$ cat config.mk
export PLATFORM = sky130hd
export DESIGN_NAME = stream_prefetcher
export DESIGN_NICKNAME = d
export VERILOG_FILES = /design/src/rtl/stream_pkg.sv /design/src/rtl/stream_prefetcher.sv
export SDC_FILE = /design/constraint.sdc
export NUM_CORES = 1
export LEC_CHECK = 0
export CORE_MARGIN = 5
export CORE_UTILIZATION = 47
export CTS_CLUSTER_SIZE = 25
export DETAILED_ROUTE_END_ITERATION = 8
export GPL_ROUTABILITY_DRIVEN = 0
export PLACE_DENSITY_LB_ADDON = 0.3
export SLEW_MARGIN = 20
export SYNTH_ARGS = -nofsm -noshare
export SYNTH_HDL_FRONTEND = slang
export SYNTH_SLANG_ARGS = --single-unit
$ cat constraint.sdc
create_clock -name clk -period 10.5 [get_ports clk]
set_input_delay 1.575 -clock clk [delete_from_list [all_inputs] [get_ports clk]]
set_output_delay 1.575 -clock clk [all_outputs]
set_load 0.1 [all_outputs]
$ cat src/rtl/stream_pkg.sv
// Shared types for the stream buffer fill path: line address/data shapes and
// the prefetcher state encoding.
package stream_pkg;

  localparam int unsigned ADDR_WIDTH         = 32;
  localparam int unsigned DATA_WIDTH         = 32;
  localparam int unsigned BLOCK_OFFSET_WIDTH = 2;
  localparam int unsigned WORDS_PER_LINE     = 1 << BLOCK_OFFSET_WIDTH;
  localparam int unsigned LINE_ADDR_WIDTH    = ADDR_WIDTH - BLOCK_OFFSET_WIDTH - 2;
  localparam int unsigned LINE_DATA_WIDTH    = DATA_WIDTH * WORDS_PER_LINE;

  typedef logic [LINE_ADDR_WIDTH-1:0] line_addr_t;
  typedef logic [WORDS_PER_LINE-1:0][DATA_WIDTH-1:0] line_data_t;

  typedef enum logic [2:0] {
    IDLE,
    REQ,
    WAIT,
    WRITE,
    DRAIN
  } pf_state_e;

  // Sequential line successor; wraps modulo the line address space.
  function automatic line_addr_t next_line(input line_addr_t a);
    return a + LINE_ADDR_WIDTH'(1);
  endfunction

endpackage

$ cat src/rtl/stream_prefetcher.sv
// Stream buffer fill engine: on a demand miss, fetches the following
// PREFETCH_DEPTH lines one at a time and writes each into the stream buffer.
module stream_prefetcher
  import stream_pkg::*;
#(
  parameter int unsigned PREFETCH_DEPTH = 4,
  parameter int unsigned CNT_WIDTH      = 4
) (
  input  logic                       clk,
  input  logic                       rst,
  input  logic                       i_miss_valid,
  input  logic [LINE_ADDR_WIDTH-1:0] i_miss_addr,
  output logic                       o_mem_req_valid,
  input  logic                       i_mem_req_ready,
  output logic [LINE_ADDR_WIDTH-1:0] o_mem_req_addr,
  input  logic                       i_mem_resp_valid,
  input  logic [LINE_DATA_WIDTH-1:0] i_mem_resp_data,
  output logic                       o_we,
  output logic [LINE_ADDR_WIDTH-1:0] o_waddr,
  output logic [LINE_DATA_WIDTH-1:0] o_wdata,
  output logic                       o_busy
);

  localparam logic [CNT_WIDTH-1:0] DEPTH = CNT_WIDTH'(PREFETCH_DEPTH);
  localparam logic [CNT_WIDTH-1:0] ONE   = CNT_WIDTH'(1);

  pf_state_e            state, state_n;
  line_addr_t           next_addr, next_addr_n;
  logic [CNT_WIDTH-1:0] remaining, remaining_n;
  line_data_t           wdata_n;

  // Next-state and datapath; next_addr doubles as the pending restart address in DRAIN.
  always_comb begin
    state_n     = state;
    next_addr_n = next_addr;
    remaining_n = remaining;
    wdata_n     = o_wdata;

    if (i_miss_valid) begin
      next_addr_n = next_line(i_miss_addr);
      remaining_n = DEPTH;
    end

    unique case (state)
      IDLE: begin
        if (i_miss_valid) state_n = REQ;
      end
      REQ: begin
        if (i_mem_req_ready) state_n = i_miss_valid ? DRAIN : WAIT;
      end
      WAIT: begin
        if (i_miss_valid) begin
          state_n = i_mem_resp_valid ? REQ : DRAIN;
        end else if (i_mem_resp_valid) begin
          wdata_n = i_mem_resp_data;
          state_n = WRITE;
        end
      end
      WRITE: begin
        if (i_miss_valid) begin
          state_n = REQ;
        end else begin
          next_addr_n = next_line(next_addr);
          remaining_n = remaining - ONE;
          state_n     = (remaining == ONE) ? IDLE : REQ;
        end
      end
      DRAIN: begin
        if (i_mem_resp_valid) state_n = REQ;
      end
      default: state_n = IDLE;
    endcase
  end

  // State and registered outputs, all derived from the next state.
  always_ff @(posedge clk or posedge rst) begin
    if (rst) begin
      state           <= IDLE;
      next_addr       <= '0;
      remaining       <= '0;
      o_mem_req_valid <= 1'b0;
      o_mem_req_addr  <= '0;
      o_we            <= 1'b0;
      o_waddr         <= '0;
      o_wdata         <= '0;
      o_busy          <= 1'b0;
    end else begin
      state           <= state_n;
      next_addr       <= next_addr_n;
      remaining       <= remaining_n;
      o_mem_req_valid <= (state_n == REQ);
      o_mem_req_addr  <= next_addr_n;
      o_we            <= (state_n == WRITE);
      if (state_n == WRITE) o_waddr <= next_addr_n;
      o_wdata         <= wdata_n;
      o_busy          <= (state_n != IDLE);
    end
  end

  // A response with no request outstanding means the memory side broke protocol.
  resp_protocol_a: assert property (@(posedge clk) disable iff (rst)
    i_mem_resp_valid |-> (state != IDLE && state != REQ))
    else $error("stream_prefetcher: memory response with no request outstanding");

endmodule

== After elaboration in Yosys (flattened, before gate mapping) ==
Cells that the tools add are included.
Widths: inputs -> output; s select.

* Reductions and logical operators: 3
* Bitwise logic cells: 1
* Multiplexer cells: 16
* $add $sub $neg: 3
* Equality and inequality tests: 7

{| class="wikitable"
|+ Operators by type and width
! operator !! number
|-
| $mux 28 || 3
|-
| $add 28x1->28 const B || 2
|-
| $mux 3 || 7
|-
| $pmux 3 s5 || 1
|-
| $mux 4 || 3
|-
| $eq 3x2->1 const B || 3
|-
| $eq 3x1->1 const B || 2
|-
| $eq 4x1->1 const B || 1
|-
| $sub 4x1->4 const B || 1
|-
| $eq 3x3->1 const B || 1
|-
| $logic_not 3->1 || 1
|-
| $reduce_and 3->1 || 1
|-
| $reduce_bool 3->1 || 1
|-
| $mux 1 || 2
|-
| $not 1->1 || 1
|}

* Logic and storage cells: 38
* Output and inout bits: 187
* Register bits: 194
* Input bits: 161

== Longest topological paths before layout ==
Gate-level depths: netlist of the first run.

* Depth after elaboration: 5
* Gate-level depth with buffers: 8
* Gate-level depth less buffers: 7

== Worst setup path after synthesis of the first run ==
No wires, ideal clock.

* Kind: input port to flip-flop
* Start point: input port i_miss_addr[10]
* End point: register next_addr[23]
* Cell stages on the path: 6
* Setup time: 0.144 ns
* Data required time: 10.356 ns
* Path buffers: 1
* Path slack: 7.587 ns
* Arrival time: 2.769 ns
* Cells stage by stage: clkbuf_1 nand2_1 nor4_2 nand4_1 xor2_1 mux2i_1

* Cells in the longest elaborated chain, start to end: 4

{| class="wikitable"
|+ Ends and longest elaborated chain
! item !! RTL line !! source
|-
| from (decl) || stream_prefetcher.sv:12 || <nowiki>input logic [LINE_ADDR_WIDTH-1:0] i_miss_addr,</nowiki>
|-
| $add 28x1->28 (*) || stream_pkg.sv:25 || <nowiki>return a + LINE_ADDR_WIDTH'(1);</nowiki>
|-
| $mux 28 (*) || stream_prefetcher.sv:39 || <nowiki>if (i_miss_valid) begin</nowiki>
|-
| $mux 28 || stream_prefetcher.sv:60 || <nowiki>if (i_miss_valid) begin</nowiki>
|-
| $mux 28 (*) || stream_prefetcher.sv:44 || <nowiki>unique case (state)</nowiki>
|-
| via next_addr_n[23] || stream_prefetcher.sv:28 || <nowiki>line_addr_t next_addr, next_addr_n;</nowiki>
|-
| to (signal assigned) || stream_prefetcher.sv:89 || <nowiki>next_addr <= next_addr_n;</nowiki>
|-
| to (decl) || stream_prefetcher.sv:28 ||
|}

Mark *: on every way through the listed nets, which the timed path passes. The rest lies on a longest branch.
A chain may end at the register's enable or synchronous reset.

== Final worst setup path of the first run ==
* Start point: input port i_miss_valid
* End point: register o_waddr[1]

* Cells in the longest elaborated chain, start to end: 4
* Elaborated cells on any way between the ends: 10
* Classes of those cells: eq/ne: 1; mux: 9

{| class="wikitable"
|+ Ends and longest elaborated chain
! item !! RTL line !! source
|-
| from (decl) || stream_prefetcher.sv:11 || <nowiki>input logic i_miss_valid,</nowiki>
|-
| $mux 3 (2 in a row) || stream_prefetcher.sv:49 || <nowiki>if (i_mem_req_ready) state_n = i_miss_valid ? DRAIN : WAIT;</nowiki>
|-
| $pmux 3 s5 || stream_prefetcher.sv:44 ||
|-
| $eq 3x2->1 || stream_prefetcher.sv:94 || <nowiki>if (state_n == WRITE) o_waddr <= next_addr_n;</nowiki>
|-
| to (signal assigned) || stream_prefetcher.sv:94 ||
|-
| to (decl) || stream_prefetcher.sv:19 || <nowiki>output logic [LINE_ADDR_WIDTH-1:0] o_waddr,</nowiki>
|}

Several ways; a longest one is shown, not always the timed one.

==> results of run 1 <==
## cell usage after synthesis, types with 2 or more instances
library cell | count | area [um^2]
a21oi_1 | 7 | 35.0
and3_1 | 9 | 56.3
and4_1 | 3 | 26.3
and4b_1 | 2 | 20.0
buf_1 | 4 | 15.0
buf_2 | 19 | 95.1
clkbuf_1 | 22 | 82.6
dfrtp_1 | 194 | 4850
ha_1 | 4 | 50.1
inv_1 | 10 | 37.5
mux2_2 | 4 | 45.0
mux2i_1 | 21 | 210
nand2_1 | 439 | 1650
nand3_1 | 22 | 110
nand4_1 | 16 | 100
nor2_1 | 18 | 67.6
nor2b_1 | 3 | 18.8
nor3_1 | 7 | 35.0
nor3_2 | 5 | 50.1
nor4_1 | 5 | 31.3
nor4_2 | 4 | 50.1
o21a_1 | 2 | 15.0
o21ai_0 | 12 | 60.1
o21ai_1 | 13 | 65.1
xnor2_1 | 35 | 307
xor2_1 | 18 | 158
## layout make-up
type,count,share of cell area
antenna,1,0.000199
clock buffer,20,0.0356
clock inverter,12,0.00967
inverter,10,0.00379
multi-input combinational,664,0.263
sequential,194,0.387
tap,225,0.0224
timing repair buffer,351,0.279
## flip-flops by register name, indices dropped and copies added, names as in the netlist
signal and count:
remaining 4, o_busy 1, state 3, o_we 1, o_wdata 128, o_waddr 28, o_mem_req_valid 1, next_addr 28
## power groups by stage
stage	clock (uW)	combinational [uW]	sequential (uW)
2_1_floorplan	0	279	2920
3_3_place_gp	0	2730	1150
3_5_place_dp	0	2760	1160
4_1_cts	642	2760	1140
5_1_grt	674	2830	1180
6_report	630	2740	1140
## kinds of logic after synthesis
logic type,count (synthesis)
compound gates,40
xor+xnor,53
fa+ha+maj,4
buf+inv,57
flops,194
mux,25
simple gates,542
## per-layer routing
metal  vias to the layer above  global-route usage  routed length (um)
li1                       3574                   -                   -
met1                      3500               0.289                9990
met2                       270               0.404               12500
met3                        68              0.0852                2370
met4                         2               0.132                1350
met5                         -                   0                  13
## worst paths after layout
kind,endpoint,cells after the start,start
setup / recovery,o_waddr[1],6,i_miss_valid
hold / removal,o_wdata[39],2,o_wdata[39]
setup reg to reg,o_waddr[1],5,state[1]
hold reg to reg,o_wdata[39],2,o_wdata[39]
max in group asynchronous,o_wdata[0],3,rst
min in group asynchronous,o_we,2,rst
## worst reg2reg max path, stage by stage, from the launching register on
cell and delay [ps]:
dfrtp_1 500, nor2b_1 370, nand3_4 450, inv_4 500, buf_4 880, mux2_2 470
## stage by stage
step / hold WS (ps) / power [uW] / setup slack [ps] / cells
floorplan: 511 / 3200 / 3640 / 915
global placement: 456 / 3880 / 5730 / 1444
detailed placement: 461 / 3910 / 5710 / 1444
CTS: 478 / 4550 / 6180 / 1476
global route: 495 / 4680 / 5940 / 1477
finish: 475 / 4520 / 6170 / 1477
==> key figures, run 1 <==
Status
  • Status: completed

Global route
  • Global-route usage over all layers: 0.248
  • Vias in the first global route: around 7400
  • Pin count of the biggest net entering global routing: between 100 and 150
  • Initial antenna violation count: 2
  • Global-route wire length before repair: 39500 um
  • Grt ovf: 0

Worst setup path
  • Startpoint Class: input port
  • Worst Path Arrival: 4640 ps
  • Worst Path Class, Setup: input port to register
  • CP required: between 10000 and 15000 ps
  • CP delay by family, top: buffers and inverters
  • CP bufs+invs: 3
  • Worst Setup End Kind: register
  • Critical path's slowest cell: buf_4
  • Largest stage delay on the critical path: approximately 870 ps
  • Flop-to-flop setup slack: 7210 ps
  • Crit-path cells: buf_2, nor2_1, nand3_4, inv_4, buf_4, mux2_2
  • Critical path fanouts, max: between 90 and 100

Yosys
  • Ys flop type: dfrtp_1
  • Post-Syn Instances: ~900
  • Mean cell area of the mapped netlist: 9.18 um^2
  • Synthesis-stage register bit count: 194
  • Syn nets: ~1100
  • Adder-cell share of the synthesized area: 0.00596
  • XOR/XNOR Fraction of Synth Area: 0.0552
  • Main combinational cell family by area after synthesis: simple AND/OR/NAND/NOR gates
  • Mux cell area share after synthesis: 0.0304
  • Synth Area in Simple Gates: 0.274
  • EDFF count, synth: 0
  • Synthesized cell area: ~8400 um^2
  • Synth async-reset ratio: 1.00
  • Synth unique cells: 43
  • Compound-Gate Fraction of Synth Area: 0.0264
  • Sequential share of the synthesized area: 0.578
  • Ys Warns: 0

Final layout
  • Synth-to-layout area growth: 49.4%
  • Commonest cells after routing, fill and taps aside: nand2_1 (439), clkdlybuf4s50_1 (346), dfrtp_1 (194), xnor2_1 (35)
  • Register Area: between 4000 and 5000 um^2
  • Final Util: 0.721
  • Final Net Count: ~1400
  • Fill count: approximately 1300
  • Layout cells sized above 1: 0.0448
  • Area of the multi-input gates: 3300 um^2
  • Commonest non-fill, non-tap cell in the layout: nand2_1
  • Design area: roughly 13000 um^2

Place
  • DP Wirelength: approximately 20000 um
  • Port buffer count: roughly 350
  • Placed Area: approximately 12000 um^2

Power
  • Sw Share: 0.578
  • Internal power: around 1900 uW
  • Psw: between 2000 and 3000 uW
  • Combinational share of power: 0.607
  • Sequential power share: 0.253
  • Worst IR Drop VDD: about 260 uV
  • Pleak: between 0.005 and 0.006 uW
  • Clk pwr share: 0.139
  • Power Dens Cells: 360 nW/um^2

Timing
  • Hold Fails Final Rpt: 0
  • Pins Over Slew Limit: 0
  • Tightest Pin Transition: 1150 ps
  • Fin Setup TNS: 0 ps
  • Slew HR: 0.233
  • Period utilisation layout: 0.412
  • RSZ-0062 raised after global routing: false
  • Max frequency: roughly 230 MHz
  • Setup Skew: between 10 and 15 ps
  • Tmin final: about 4300 ps
  • Count of final setup violators: 0

Floorplan
  • Core area: roughly 17000 um^2
  • Die area: around 21000 um^2
  • Row count: 48
  • Initial Util: 0.482
  • IO Count: 348
  • Chip height: around 140 um
  • Die Width: about 140 um

Clocking
  • TritonCTS clock tree: built
  • CTS resizes: 0
  • H-tree depth: 4
  • Max Buffers Root-to-Sink: 2
  • Hold_buf cts: 0
  • Post-CTS setup buffers: 0
  • Clk_lat worst skew: around 420 ps
  • Clock sink count: ~190
  • Clock Pin Slew Worst Setup and Hold Paths: approximately 70 ps
  • Clock root buffer: clkbuf_16
  • Number of CTS-inserted buffers: 17

Hold path
  • Min-delay worst type: register to register

Routing
  • Pre-antenna DRT Iters: 5
  • Post-Route WL: between 20000 and 30000 um
  • Initial DRC count: 450
  • Post-DR vias/cell: ~5.0
  • Vias: approximately 7400
  • Detail Route Antenna Nets: 0
  • Per-cell routed wire length: 17.7 um
  • Post-route DRC violation count: 0

Flow run
  • Max-cap viol count: 0
Power figures use the tool's default switching activity.
==> run 2, diff against run 1 <==
--- a/config.mk
+++ b/config.mk
@@ -6,7 +6,7 @@
 export NUM_CORES = 1
 export LEC_CHECK = 0
 export CORE_MARGIN = 5
-export CORE_UTILIZATION = 47
+export CORE_UTILIZATION = 43
 export CTS_CLUSTER_SIZE = 25
 export DETAILED_ROUTE_END_ITERATION = 8
 export GPL_ROUTABILITY_DRIVEN = 0
==> constraint.sdc (replaced) <==
create_clock -name clk -period 4.5 [get_ports clk]
set_input_delay 0.675 -clock clk [delete_from_list [all_inputs] [get_ports clk]]
set_output_delay 0.675 -clock clk [all_outputs]
set_load 0.1 [all_outputs]
==> run 2 against run 1 <==
Utilization decreased by 6.3 points. Register-to-register slack got worse by 5200 ps. First-iteration DRC count decreased by 7.3%. Sequential share of layout area decreased by 0.50 points. Via count decreased by 0.38%. Worst setup slack got worse by 4600 ps. Combinational power increased by 130%. Final cell count increased by 2.9%.
==> key figures, run 2 (synthesized netlist as in run 1, its figures left out) <==
Floorplan
  • Row count: 51 (was 48)
  • IO Count: 348 (unchanged)
  • Chip height: 150 um (was 144 um)
  • Die Width: 150 um (was 144 um)
  • Die area: 22400 um^2 (was 20700 um^2)
  • Core area: 19300 um^2 (was 17400 um^2)
  • Initial Util: 0.435 (was 0.482)

Timing
  • Fin Setup TNS: 0 ps (unchanged)
  • Pins Over Slew Limit: 0 (unchanged)
  • Setup Skew: 11.8 ps (was 12.4 ps)
  • RSZ-0062 raised after global routing: false (unchanged)
  • Hold Fails Final Rpt: 0 (unchanged)
  • Max frequency: 341 MHz
  • Tmin final: slightly below 3000 ps
  • Tightest Pin Transition: 1140 ps (was 1150 ps)
  • Period utilisation layout: 0.653
  • Slew HR: 0.240 (was 0.233)
  • Smallest hold slack: 472 ps (was 475 ps)
  • Count of final setup violators: 0 (unchanged)

Clocking
  • Number of CTS-inserted buffers: 17 (unchanged)
  • TritonCTS clock tree: built (unchanged)
  • CTS resizes: 0 (unchanged)
  • Clk_lat worst skew: 430 ps (was 420 ps)
  • Post-CTS setup buffers: 0 (unchanged)
  • Clock root buffer: clkbuf_16 (unchanged)
  • Hold_buf cts: 0 (unchanged)
  • H-tree depth: 4 (unchanged)
  • Max Buffers Root-to-Sink: 2 (unchanged)
  • Clock sink count: 194 (unchanged)
  • Clock Pin Slew Worst Setup and Hold Paths: 70 ps (about the same)

Global route
  • Global-route usage over all layers: 0.231 (was 0.248)
  • Grt ovf: 0 (unchanged)
  • Pin count of the biggest net entering global routing: 172 (was 138)
  • Global-route wire length before repair: 40100 um (was 39500 um)
  • Vias in the first global route: 7219 (was 7420)
  • Initial antenna violation count: 1 (was 2)

Routing
  • Initial DRC count: 417 (was 450)
  • Post-DR vias/cell: 4.86 (was 5.02)
  • Per-cell routed wire length: 17.7 um (about the same)
  • Pre-antenna DRT Iters: 4 (was 5)
  • Post-route DRC violation count: 0 (unchanged)
  • Vias: 7386 (was 7414)
  • Detail Route Antenna Nets: 0 (unchanged)
  • Post-Route WL: 26900 um (was 26200 um)

Worst setup path
  • CP required: 3830 ps (was 10810 ps)
  • R2R cell count: 6 (was 5)
  • Critical path fanouts, max: 8 (was 99)
  • Worst Path Arrival: 2260 ps (was 4640 ps)
  • Crit-path cells: clkdlybuf4s50_1 (was buf_2, nor2_1, nand3_4, inv_4, buf_4, mux2_2)
  • Worst Setup SP: next_addr[2] (was i_miss_valid)
  • Worst Setup End Kind: output port (was register)
  • Critical path's slowest cell: clkdlybuf4s50_1 (was buf_4)
  • Worst r2r dst: o_wdata[63] (was o_waddr[1])
  • Capture point of the worst path: o_mem_req_addr[2] (was o_waddr[1])
  • CP bufs+invs: 1 (was 3)
  • Worst Path Class, Setup: register to output port (was input port to register)
  • Reg-to-Reg Start: state[1] (unchanged)
  • WP depth: 1 (was 6)
  • Largest stage delay on the critical path: 1250 ps (was 870 ps)
  • Flop-to-flop setup slack: 2030 ps (was 7210 ps)
  • CP delay by family, top: buffers and inverters (unchanged)
  • Startpoint Class: register (was input port)

Power
  • Power Dens Cells: 838 nW/um^2 (was 360 nW/um^2)
  • Pleak: 0.00590 uW (was 0.00585 uW)
  • Worst IR Drop VDD: 439 uV (was 265 uV)

Final layout
  • Top reg by flops: o_wdata (unchanged)
  • Largest regs: o_wdata (128), next_addr (28), o_waddr (28) (unchanged)
  • Final Net Count: 1406 (was 1403)
  • Commonest non-fill, non-tap cell in the layout: nand2_1 (unchanged)
  • Commonest cells after routing, fill and taps aside: nand2_1 (439), clkdlybuf4s50_1 (346), dfrtp_1 (194), xnor2_1 (35) (unchanged)
  • Largest register FFs: 128 (unchanged)
  • Layout cells sized above 1: 0.0470 (was 0.0448)
  • Synth-to-layout area growth: 51.4% (was 49.4%)

Status
  • Status: completed (unchanged)

Flow run
  • Max-cap viol count: 0 (unchanged)

Hold path
  • Min-delay worst type: register to register (unchanged)

Place
  • Port buffer count: 347 (unchanged)
  • DP Wirelength: 19700 um (was 19500 um)
[run 2: changes by cell type in the layout (fill, tap and decap cells not counted)]
cell and change:
buf_12 +4, bufinv_16 +2, inv_8 -2, buf_4 -1, clkinv_2 -1, inv_6 +1
[run 2: layout make-up]
class,count,area (um^2)
repair buffers,354,3570
multi-input cells,664,3300
well taps,265,332
fillers,1604,6610
inverters,10,43.8
flip-flops and latches,194,4850
clock buffers,20,447
clock inverters,12,166
diodes,1,2.50
[run 2: worst min path at each step]
| stage | cells after the start | startpoint | end | slack, ps |
|---|---|---|---|---|
| 5_1_grt | 2 | o_wdata[94] | o_wdata[94] | 490 |
| 2_1_floorplan | 2 | remaining[3] | remaining[3] | 510 |
| 6_report | 2 | o_wdata[28] | o_wdata[28] | 470 |
| 3_5_place_dp | 2 | o_wdata[105] | o_wdata[105] | 460 |
| 3_3_place_gp | 2 | o_wdata[113] | o_wdata[113] | 460 |
| 4_1_cts | 2 | o_wdata[105] | o_wdata[105] | 480 |
[run 2: per-stage QoR]
stage	area, um^2	setup WS, ps	util	power (uW)	instances
final	12700	1560	0.658	10700	1520
after global placement	12100	1650	0.625	9060	1486
after floorplan	8410	1320	-	7460	915
after global routing	12700	1520	0.658	11000	1520
after detailed placement	12100	1580	0.625	9130	1486
after CTS	12700	1550	0.657	10700	1518
[run 2: layer usage]
| metal | vias to the layer above | part of all wire | GRT usage | routed length [um] |
|---|---|---|---|---|
| met5 | - | 0 | 0 | 0 |
| met4 | 0 | 0.031 | 0.0906 | 824 |
| met3 | 45 | 0.098 | 0.0793 | 2650 |
| met2 | 269 | 0.49 | 0.389 | 13200 |
| met1 | 3502 | 0.38 | 0.273 | 10200 |
| li1 | 3570 | - | - | - |
[run 2: power by group]
| part | switching, uW | internal, uW | leakage [uW] |
|---|---|---|---|
| registers | 359 | 2320 | 0.00250 |
| logic | 5060 | 1330 | 0.00310 |
| clock network | 678 | 904 | 0.000298 |
| total | 6100 | 4560 | 0.00590 |
==> run 3, diff against run 2 <==
--- a/config.mk
+++ b/config.mk
@@ -6,7 +6,7 @@
 export NUM_CORES = 1
 export LEC_CHECK = 0
 export CORE_MARGIN = 5
-export CORE_UTILIZATION = 43
+export CORE_UTILIZATION = 39
 export CTS_CLUSTER_SIZE = 25
 export DETAILED_ROUTE_END_ITERATION = 8
 export GPL_ROUTABILITY_DRIVEN = 0
==> constraint.sdc (replaced) <==
create_clock -name clk -period 2.7 [get_ports clk]
set_input_delay 0.405 -clock clk [delete_from_list [all_inputs] [get_ports clk]]
set_output_delay 0.405 -clock clk [all_outputs]
set_load 0.1 [all_outputs]
==> run 3 against run 2 <==
Utilization shrank 7.4 points. Highest routed layer unchanged. Critical path type is now register to register. Largest power group unchanged. Die area grew 9.6%. Via count shrank 0.85%. Power grew 63%. Global-route usage shrank 2.7 points.
==> key figures, run 3 (synthesized netlist as in run 1, its figures left out) <==
Final layout
  • Commonest cells after routing, fill and taps aside: nand2_1 (439), dfrtp_1 (194), buf_4 (194), clkdlybuf4s50_1 (159), xnor2_1 (35) (was nand2_1 (439), clkdlybuf4s50_1 (346), dfrtp_1 (194), xnor2_1 (35))
  • Commonest non-fill, non-tap cell in the layout: nand2_1 (unchanged)
  • Design area: 12300 um^2 (was 12700 um^2)
  • Largest register FFs: 128 (unchanged)
  • Fill count: 1910 (was 1604)
  • Synth-to-layout area growth: 46.4% (was 51.4%)
  • N_diodes: 0 (was 1)
  • Layout cells sized above 1: 0.200 (was 0.0470)
  • Largest regs: o_wdata (128), next_addr (28), o_waddr (28) (unchanged)
  • Final Net Count: 1411 (was 1406)
  • Top reg by flops: o_wdata (unchanged)

Clocking
  • Number of CTS-inserted buffers: 17 (unchanged)
  • TritonCTS clock tree: built (unchanged)
  • Clock Pin Slew Worst Setup and Hold Paths: 70 ps (about the same)
  • Hold_buf cts: 0 (unchanged)
  • Post-CTS setup buffers: 0 (unchanged)
  • Clock sink count: 194 (unchanged)
  • CTS resizes: 0 (unchanged)
  • Max Buffers Root-to-Sink: 2 (unchanged)
  • H-tree depth: 4 (unchanged)
  • Clock root buffer: clkbuf_16 (unchanged)
  • Clk_lat worst skew: 420 ps (was 430 ps)

Timing
  • Setup Skew: 11.8 ps (about the same)
  • Slew HR: 0.412 (was 0.240)
  • Final worst slack: 519 ps (was 1560 ps)
  • Smallest hold slack: 251 ps (was 472 ps)
  • RSZ-0062 raised after global routing: false (unchanged)
  • Fin Setup TNS: 0 ps (unchanged)
  • Count of final setup violators: 0 (unchanged)
  • Hold Fails Final Rpt: 0 (unchanged)
  • Max frequency: about 460 MHz
  • Tightest Pin Transition: 881 ps (was 1140 ps)
  • Tmin final: 2180 ps
  • Period utilisation layout: 0.808
  • Pins Over Slew Limit: 0 (unchanged)

Worst setup path
  • Worst Path Arrival: 2460 ps (was 2260 ps)
  • Worst Path Class, Setup: register to register (was register to output port)
  • Critical path fanouts, max: 16 (was 8)
  • Startpoint Class: register (unchanged)
  • CP required: 2980 ps (was 3830 ps)
  • Worst Setup End Kind: register (was output port)

Power
  • Worst IR Drop VDD: 901 uV (was 439 uV)
  • Power Dens Cells: 1410 nW/um^2 (was 838 nW/um^2)
  • Pleak: 0.00621 uW (was 0.00590 uW)

Global route
  • Vias in the first global route: 7159 (was 7219)
  • Grt ovf: 0 (unchanged)
  • Global-route usage over all layers: 0.204 (was 0.231)
  • Pin count of the biggest net entering global routing: 172 (unchanged)
  • Global-route wire length before repair: 39800 um (was 40100 um)
  • Initial antenna violation count: 0 (was 1)

Routing
  • Pre-antenna DRT Iters: 4 (unchanged)
  • Initial DRC count: 452 (was 417)
  • Post-route DRC violation count: 0 (unchanged)
  • Detail Route Antenna Nets: 0 (unchanged)
  • Post-Route WL: 25700 um (was 26900 um)
  • Per-cell routed wire length: 16.7 um (was 17.7 um)
  • Vias: 7323 (was 7386)
  • Post-DR vias/cell: 4.78 (was 4.86)

Place
  • DP Worst Slack: 478 ps (was 1580 ps)
  • Placed Area: 11700 um^2 (was 12100 um^2)
  • Port buffer count: 347 (unchanged)
  • DP Wirelength: 18800 um (was 19700 um)

Floorplan
  • Die area: 24600 um^2 (was 22400 um^2)
  • Core area: 21100 um^2 (was 19300 um^2)
  • Initial Util: 0.398 (was 0.435)
  • Chip height: 157 um (was 150 um)
  • Row count: 53 (was 51)
  • IO Count: 348 (unchanged)
  • Die Width: 157 um (was 150 um)

Status
  • Status: completed (unchanged)

Hold path
  • Min-delay worst type: input port to register (was register to register)

Flow run
  • Max-cap viol count: 0 (unchanged)
run 3: final cells by class:
cell class	count	area, um^2	share of cell area
Clock buffer	18	439	0.0357
Clock inverter	13	166	0.0135
Inverter	10	43.8	0.00356
Multi-Input combinational cell	664	3300	0.269
Sequential cell	194	4850	0.395
Tap cell	275	344	0.0280
Timing Repair Buffer	359	3150	0.256
run 3: report_power, final:
group	switching (uW)	internal [uW]
Combinational	8400	1890
Clock	1210	1430
Sequential	587	3870
Total	10200	7190
run 3: routing by layer:
layer | share of wire | GRT usage
met1 | 0.42 | 0.272
met2 | 0.48 | 0.331
met3 | 0.080 | 0.0523
met4 | 0.020 | 0.0550
met5 | 0 | 0
run 3: final timing paths:
check | depth (start not counted) | slack [ps] | endpoint | startpoint
worst max register to register | 5 | 520 | next_addr[25] | next_addr[3]
max in group asynchronous | 3 | 1640 | o_wdata[72] | rst
worst min-delay path | 2 | 250 | remaining[3] | i_miss_valid
worst min register to register | 2 | 480 | o_wdata[102] | o_wdata[102]
min in group asynchronous | 2 | 330 | o_wdata[118] | rst
worst max-delay path | 5 | 520 | next_addr[25] | next_addr[3]
run 3: critical path, cell delays in order, from the launching register on:
cell and delay, ps:
dfrtp_1 530, nand2_1 90, or3_1 700, nor4_1 430, xnor2_1 200, mux2i_1 110
run 3: per-stage QoR:
stage          cells  utilization  total power, uW
2_1_floorplan    915            -            12400
3_3_place_gp    1502        0.555            14800
3_5_place_dp    1502        0.555            14900
4_1_cts         1533        0.584            17500
5_1_grt         1533        0.584            18100
6_report        1533        0.584            17400
